### src/rtl/aes_sbox_sched_pkg.sv
// Shared types for the S-box issue scheduler: requester identity and the
// ownership tag that travels alongside each operand in the S-box pipeline.
package aes_sbox_sched_pkg;

    localparam int unsigned BYTES = 4;

    typedef enum logic {
        OWN_ST = 1'b0,
        OWN_KS = 1'b1
    } owner_e;

    typedef struct packed {
        logic   valid;
        owner_e owner;
    } tag_t;

    localparam tag_t TAG_IDLE = '{valid: 1'b0, owner: OWN_ST};

endpackage

### src/rtl/sbox_tag_pipe.sv
// Ownership tag shift register running in lockstep with the S-box pipeline;
// tag_out lines up with the S-box result of the same operand.
module sbox_tag_pipe
    import aes_sbox_sched_pkg::*;
#(
    parameter int unsigned LATENCY = 4
) (
    input  logic clk,
    input  logic rst,
    input  logic flush,
    input  tag_t tag_in,
    output tag_t tag_out,
    output logic any_valid
);

    tag_t stage [LATENCY];

    always_ff @(posedge clk or posedge rst) begin
        if (rst) begin
            for (int unsigned i = 0; i < LATENCY; i++) begin
                stage[i] <= TAG_IDLE;
            end
        end else if (flush) begin
            for (int unsigned i = 0; i < LATENCY; i++) begin
                stage[i] <= TAG_IDLE;
            end
        end else begin
            stage[0] <= tag_in;
            for (int unsigned i = 1; i < LATENCY; i++) begin
                stage[i] <= stage[i-1];
            end
        end
    end

    assign tag_out = stage[LATENCY-1];

    always_comb begin
        any_valid = 1'b0;
        for (int unsigned i = 0; i < LATENCY; i++) begin
            any_valid = any_valid | stage[i].valid;
        end
    end

endmodule

### src/rtl/aes_sbox_sched.sv
// Round-robin sharing of one masked S-box pipeline between the state (ST)
// and key-schedule (KS) requesters, with tag-based response routing.
module aes_sbox_sched
    import aes_sbox_sched_pkg::*;
#(
    parameter int unsigned d       = 2,
    parameter int unsigned LATENCY = 4
) (
    input  logic            clk,
    input  logic            rst,
    input  logic            flush,
    input  logic            st_valid,
    output logic            st_ready,
    input  logic [32*d-1:0] st_data,
    input  logic            ks_valid,
    output logic            ks_ready,
    input  logic [32*d-1:0] ks_data,
    output logic [32*d-1:0] sbox_in,
    output logic            sbox_in_valid,
    input  logic [32*d-1:0] sbox_out,
    output logic            st_rsp_valid,
    output logic [32*d-1:0] st_rsp_data,
    output logic            ks_rsp_valid,
    output logic [32*d-1:0] ks_rsp_data,
    output logic            busy
);

    localparam int unsigned W = 8 * BYTES * d;

    owner_e last_grant;
    logic   grant_st;
    logic   grant_ks;
    logic   acc_st;
    logic   acc_ks;
    tag_t   issue_tag;
    tag_t   tag_out;
    logic   tag_busy;
    logic   ret_st;
    logic   ret_ks;

    // Contested slot goes to whoever did not win last; ties after reset favour KS.
    always_comb begin
        grant_st = st_valid && (!ks_valid || (last_grant == OWN_KS));
        grant_ks = ks_valid && (!st_valid || (last_grant == OWN_ST));
        st_ready = grant_st && !flush;
        ks_ready = grant_ks && !flush;
        acc_st   = st_valid && st_ready;
        acc_ks   = ks_valid && ks_ready;
    end

    // Operand register only loads on accept so idle cycles never toggle shares.
    always_ff @(posedge clk or posedge rst) begin
        if (rst) begin
            sbox_in    <= '0;
            issue_tag  <= TAG_IDLE;
            last_grant <= OWN_ST;
        end else begin
            issue_tag.valid <= acc_st || acc_ks;
            if (acc_st || acc_ks) begin
                sbox_in         <= ({W{acc_st}} & st_data) | ({W{acc_ks}} & ks_data);
                issue_tag.owner <= acc_ks ? OWN_KS : OWN_ST;
                last_grant      <= acc_ks ? OWN_KS : OWN_ST;
            end
        end
    end

    assign sbox_in_valid = issue_tag.valid;

    sbox_tag_pipe #(
        .LATENCY(LATENCY)
    ) u_tag_pipe (
        .clk      (clk),
        .rst      (rst),
        .flush    (flush),
        .tag_in   (issue_tag),
        .tag_out  (tag_out),
        .any_valid(tag_busy)
    );

    // A result emerging during a flush cycle belongs to dropped work.
    always_comb begin
        ret_st = !flush && tag_out.valid && (tag_out.owner == OWN_ST);
        ret_ks = !flush && tag_out.valid && (tag_out.owner == OWN_KS);
    end

    always_ff @(posedge clk or posedge rst) begin
        if (rst) begin
            st_rsp_valid <= 1'b0;
            ks_rsp_valid <= 1'b0;
            st_rsp_data  <= '0;
            ks_rsp_data  <= '0;
        end else begin
            st_rsp_valid <= ret_st;
            ks_rsp_valid <= ret_ks;
            if (ret_st) begin
                st_rsp_data <= sbox_out;
            end
            if (ret_ks) begin
                ks_rsp_data <= sbox_out;
            end
        end
    end

    assign busy = sbox_in_valid || tag_busy || st_rsp_valid || ks_rsp_valid;

endmodule

### config.mk
export PLATFORM = sky130hd
export DESIGN_NAME = aes_sbox_sched
export DESIGN_NICKNAME = d
export VERILOG_FILES = /design/src/rtl/aes_sbox_sched_pkg.sv /design/src/rtl/sbox_tag_pipe.sv /design/src/rtl/aes_sbox_sched.sv
export SDC_FILE = /design/constraint.sdc
export NUM_CORES = 1
export LEC_CHECK = 0
export ABC_AREA = 1
export CAP_MARGIN = 20
export CORE_AREA = 2 2 153 155
export DETAILED_ROUTE_END_ITERATION = 7
export DIE_AREA = 0 0 155 157
export HOLD_SLACK_MARGIN = 0.05
export PLACE_DENSITY_LB_ADDON = 0.05
export SLEW_MARGIN = 20
export SYNTH_ARGS = -nofsm -noshare
export SYNTH_HDL_FRONTEND = slang
export SYNTH_SLANG_ARGS = --single-unit
### constraint.sdc
create_clock -name clk -period 9 [get_ports clk]
set_input_delay 1.35 -clock clk [delete_from_list [all_inputs] [get_ports clk]]
set_output_delay 1.35 -clock clk [all_outputs]
set_load 0.005 [all_outputs]
==> metrics.cfg, run 1 <==
[global_routing]
grt_use_total_pct=22.6
first_global_vias=7918
grt.overflow.total=0
antenna_found_initial=2
grt_pass1_wl_um=43500
grt_max_degree=130

[routing]
num_vias=7771
routed_via_density=5.02
avgRoutedWirePerCell_um=18.2
drtPass1Iterations=5
drt-initial-drc-count=526
wl_um=28200
ant_nets=0
drc_errors=0

[final_layout]
fill_cells=1993
area_growth_pct=50.0
nNetsFinal=1444
finalNonFillerCells=1549
drive_gt1_share_pct=12.0
regArea_um2=5100
multiInputGateArea_um2=2980

[logic_synthesis]
synth.cell_area_um2=9000
synth_common_cells=dfrtp_1, nand3_1, nand2_1
ys.flop_type=dfrtp_1
ys_ff_latch=204
synth_top_area_share_pct=56.7
synth_area_leader_cell=dfrtp_1
ys_async_sr_fraction_pct=100
yosys_warnings=0
syn_area_per_cell_um2=10.0
synth_nets=1094
synth_most_common_cell=dfrtp_1
synth_edf_count=0
synth_cell_types=19
synthesis.instances=897
synthTopCellsByArea=dfrtp_1, nand3_1, o21ai_2
synth_seq_area_share_pct=56.7

[hold_path]
hp-class=flip-flop to flip-flop

[sta]
finalWorstSetupSlack_ns=4.12
fmax_mhz=205
tightest_slew_ns=0.989
worst_hold_slack_ns=0.465
final-setup-viol-count=0
drv_slew=0
min_period_ns=4.88
setup_tns_ns=0
post-route-period-util_pct=54.2
relSlewSlack_pct=34.1
hold_viol=0
rsz0062_at_grt=false
final.setup_skew_ns=0.00878

[clock_network]
cts_setup_buffers=0
hold_buffers=0
cts-root-buf=clkbuf_16
insertion_delay_ns=0.49
clockBufferDepth=3
clk_pin_slew_worst_paths_ns=0.06
cts_tree=yes
cts_made_buffers=23
cts-resized-gates=0
clkSinkCount=204
htreeDepth=1

[die]
initial_core_util_pct=40.0
num_rows=55
die_h_um=157
die_w_um=155
die-area_um2=24300
ioPinCount=395
fp.coreArea_um2=22500

[place]
dpl.hpwl_um=19000
placed_cells=1507
place_ws_ns=4.13
place_congestion=0.815
place.port_buffers=394

[outcome]
status=complete, no violations

[power]
power_mw=2.57
p_leak_nw=6.09
ir_drop_uv=80.1
power_density_nw_per_um2=191

[setup_path]
worst_setup_path_end_kind=primary output
crit_fanout=65
cp-start-kind=input port
critical_path_required_ns=7.65
path_class=input port to primary output
cp.arrival_ns=3.53

[flow_run]
max_cap_viol_count=0

-- cell type report --
type / instances / area share (%)
clock inverter: 5 / 0.185
timing repair buffer: 403 / 29.7
inverter: 80 / 2.32
antenna: 1 / 0.0185
tap: 285 / 2.64
multi-input combinational: 535 / 22.1
sequential: 204 / 37.8
clock buffer: 36 / 5.22
-- power by group --
| group | internal (mW) | total [mW] | switching (mW) | leakage [nW] |
|---|---|---|---|---|
| clock | 0.535 | 0.899 | 0.365 | 0.366 |
| combinational | 0.344 | 0.578 | 0.234 | 3.06 |
| sequential | 1.03 | 1.10 | 0.0639 | 2.66 |
-- path summary, 6_finish.rpt --
check	from	cells past startpoint	to	slack [ns]
setup / recovery	flush	6	st_ready	4.12
hold reg to reg	u_tag_pipe.stage[2]	2	u_tag_pipe.tag_out[0]	0.46
min in group asynchronous	rst	2	ks_rsp_data[20]	1.42
setup reg to reg	u_tag_pipe.tag_out[1]	4	ks_rsp_data[40]	7.03
max in group asynchronous	rst	3	sbox_in[0]	5.92
hold / removal	u_tag_pipe.stage[2]	2	u_tag_pipe.tag_out[0]	0.46
-- layer usage --
| metal | routed length [um] | track usage (%) | vias to the layer above | share of wire [%] |
|---|---|---|---|---|
| met5 | 0 | 0 | - | 0 |
| met4 | 848 | 7.23 | 0 | 3.0 |
| met3 | 2390 | 6.06 | 52 | 8.5 |
| met2 | 13800 | 38.7 | 314 | 49 |
| met1 | 11100 | 27.8 | 3665 | 40 |
| li1 | - | - | 3740 | - |
-- registers in the layout (all words and copies together) (netlist names) --
name                count
sbox_in_valid           1
ks_rsp_data            64
ks_rsp_valid            1
sbox_in                64
st_rsp_data            64
u_tag_pipe.stage        6
u_tag_pipe.tag_out      2
issue_tag               1
st_rsp_valid            1
-- worst max-delay path, stage by stage --
cell	delay [ns]
clkdlybuf4s50_1	0.68
nor2_4	0.19
buf_4	0.56
nand2_1	0.11
inv_1	0.08
clkdlybuf4s50_1	0.49
-- stage by stage --
step / util (%) / cell area, um2
after floorplan: - / 9000
after global placement: 56.7 / 12800
after detailed placement: 56.7 / 12800
after CTS: 59.9 / 13500
after global routing: 60.0 / 13500
final: 60.0 / 13500
-- cell usage in the layout (no fill, tap or decap), drive strengths merged --
cell and n:
clkinv 5, diode 1, nand2 134, buf 10
nand3 196, nor2 11, inv 80, nand4 64
clkdlybuf4s50 393, clkbuf 36, o21ai 129, nor3 1
dfrtp 204
-- cell families (layout without fill, tap and decap cells) --
logic type / count (synthesis) / after routing / synth area share [%]
buf+inv: 158 / 524 / 10.3
flops: 204 / 204 / 56.7
compound gates: 129 / 129 / 11.2
simple gates: 406 / 406 / 21.8
other cells: 0 / 1 / 0
No activity file was read; power rests on OpenSTA's default activity.
==> run 2, diff against run 1 <==
CORE_AREA = not set   (was 2 2 153 155)
CORE_UTILIZATION = 38   (was not set)
DIE_AREA = not set   (was 0 0 155 157)
clock period = 4.4 ns   (was 9 ns; I/O delays follow)
==> run 2 against run 1 <==
Hold slack got worse by 0.0099 ns. Utilization decreased by 0.25 points. Die area decreased by 0.14%. Sequential power increased by 100%. Combinational power increased by 110%. Highest routed layer unchanged. Via count increased by 0.93%. Critical path type unchanged. Register-to-register slack got worse by 4.6 ns. Sequential share of layout area decreased by 0.53 points.
==> metrics.cfg, run 2 (synthesized netlist as in run 1, its figures left out) <==
[setup_path]
critPathTopFamily=buffers and inverters  ; unchanged
timing.rr.start=u_tag_pipe.tag_out[0]  ; was u_tag_pipe.tag_out[1]
cp-startpoint=flush  ; unchanged
path_class=input port to primary output  ; unchanged
critical_path_required_ns=3.74  ; was 7.65 ns
crit_path_top_delay_cell=clkdlybuf4s50_1  ; unchanged
worst-path-buf-inv=4  ; unchanged
crit_chain=clkdlybuf4s50_1 -> inv_6 -> nand3_1 -> inv_1 -> clkdlybuf4s50_1  ; was clkdlybuf4s50_1 -> nor2_4 -> buf_4 -> nand2_1 -> inv_1 -> clkdlybuf4s50_1
worst_setup_path_end_kind=primary output  ; unchanged
critical-path-max-stage-delay_ns=0.67  ; was 0.68 ns
cp-start-kind=input port  ; unchanged
crit_fanout=10  ; was 65
rrSetupSlack_ns=2.47  ; was 7.03 ns
cp.arrival_ns=2.28  ; was 3.53 ns
crit_top_cell=clkdlybuf4s50_1  ; unchanged

[flow_run]
max_cap_viol_count=0  ; unchanged

[global_routing]
first_global_vias=7905  ; was 7918
grt_pass1_wl_um=43500  ; about the same
grt_max_degree=133  ; was 130
grt.overflow.total=0  ; unchanged
grt_use_total_pct=22.9  ; was 22.6%
antenna_found_initial=5  ; was 2

[sta]
drv_slew=0  ; unchanged
setup_tns_ns=0  ; unchanged
final-setup-viol-count=0  ; unchanged
min_period_ns=2.94
tightest_slew_ns=0.897  ; was 0.989 ns
fmax_mhz=340
post-route-period-util_pct=66.8
rsz0062_at_grt=false  ; unchanged
final.setup_skew_ns=0.00916  ; was 0.00878 ns
worst_hold_slack_ns=0.455  ; was 0.465 ns
hold_viol=0  ; unchanged
relSlewSlack_pct=40.2  ; was 34.1%

[final_layout]
final_cell_mix=clkdlybuf4s50_1, dfrtp_1, nand3_1  ; unchanged
drive_gt1_share_pct=12.4  ; was 12.0%
fill_cells=2069  ; was 1993
final_common_cell=clkdlybuf4s50_1  ; unchanged
nNetsFinal=1450  ; was 1444
area_growth_pct=52.1  ; was 50.0%
reg_top3=ks_rsp_data (64), sbox_in (64), st_rsp_data (64)  ; unchanged

[place]
dpl.hpwl_um=19400  ; was 19000 um
place_congestion=0.799  ; was 0.815
place.port_buffers=394  ; unchanged

[outcome]
status=complete, no violations  ; unchanged

[routing]
num_vias=7843  ; was 7771
routed_via_density=4.95  ; was 5.02
ant_nets=0  ; unchanged
drtPass1Iterations=5  ; unchanged
drt-initial-drc-count=444  ; was 526
wl_um=28500  ; was 28200 um
avgRoutedWirePerCell_um=18.0  ; was 18.2 um
drc_errors=0  ; unchanged

[clock_network]
cts_made_buffers=23  ; unchanged
cts_setup_buffers=0  ; unchanged
clockBufferDepth=3  ; unchanged
clk_pin_slew_worst_paths_ns=0.06  ; about the same
clkSinkCount=204  ; unchanged
htreeDepth=1  ; unchanged
hold_buffers=0  ; unchanged
cts_tree=yes  ; unchanged
cts-root-buf=clkbuf_16  ; unchanged
insertion_delay_ns=0.49  ; about the same
cts-resized-gates=0  ; unchanged

[power]
ir_drop_uv=202  ; was 80.1 uV
power_density_nw_per_um2=401  ; was 191 nW/um2
p_leak_nw=6.15  ; was 6.09 nW

[die]
die_h_um=156  ; was 157 um
initial_core_util_pct=39.3  ; was 40.0%
num_rows=55  ; unchanged
die_w_um=156  ; was 155 um
fp.coreArea_um2=22900  ; was 22500 um2
die-area_um2=24300  ; about the same
ioPinCount=395  ; unchanged

[hold_path]
hp-class=flip-flop to flip-flop  ; unchanged
min-delay-start=u_tag_pipe.stage[4]  ; was u_tag_pipe.stage[2]

-- run 2: final cells by class --
cell class / count / area, um2 / share of cell area [%]
Sequential cell: 204 / 5100 / 37.3
Timing Repair Buffer: 409 / 4090 / 29.9
Multi-Input combinational cell: 535 / 2980 / 21.8
Clock buffer: 29 / 628 / 4.59
Tap cell: 313 / 392 / 2.86
Inverter: 80 / 309 / 2.26
Clock inverter: 10 / 178 / 1.30
Antenna cell: 4 / 10.0 / 0.0731
-- run 2: path summary, 6_finish.rpt --
| path | end | cells after the start |
|---|---|---|
| setup / recovery | ks_ready | 5 |
| hold / removal | u_tag_pipe.stage[2] | 2 |
| setup reg to reg | st_rsp_data[29] | 5 |
| hold reg to reg | u_tag_pipe.stage[2] | 2 |
| max in group asynchronous | sbox_in[24] | 3 |
| min in group asynchronous | sbox_in[40] | 2 |
-- run 2: worst min-delay path, cell delays in order, from the launching register on --
cell and delay (ns):
dfrtp_1 0.32, inv_1 0.03, nor2_1 0.07
-- run 2: through the flow --
stage / area, um2 / cells / power, mW / setup slack, ns / utilization [%]
floorplan: 9000 / 897 / 2.69 / 1.10 / -
global placement: 12900 / 1541 / 3.47 / 1.40 / 56.2
detailed placement: 12900 / 1541 / 3.48 / 1.37 / 56.2
CTS: 13700 / 1580 / 5.56 / 1.45 / 59.7
global route: 13700 / 1583 / 5.74 / 1.35 / 59.7
finish: 13700 / 1584 / 5.49 / 1.46 / 59.7
-- run 2: layer usage --
layer,GRT usage (%),vias up,routed length [um]
met4,7.10,0,712
met5,0,-,0
li1,-,3752,-
met1,27.0,3750,11100
met3,6.83,44,2460
met2,40.1,297,14200
-- run 2: power breakdown --
| part | switching (mW) | total (mW) | internal, mW |
|---|---|---|---|
| clock | 0.757 | 2.05 | 1.30 |
| combinational | 0.479 | 1.19 | 0.706 |
| sequential | 0.138 | 2.25 | 2.11 |
| total | 1.37 | 5.49 | 4.12 |
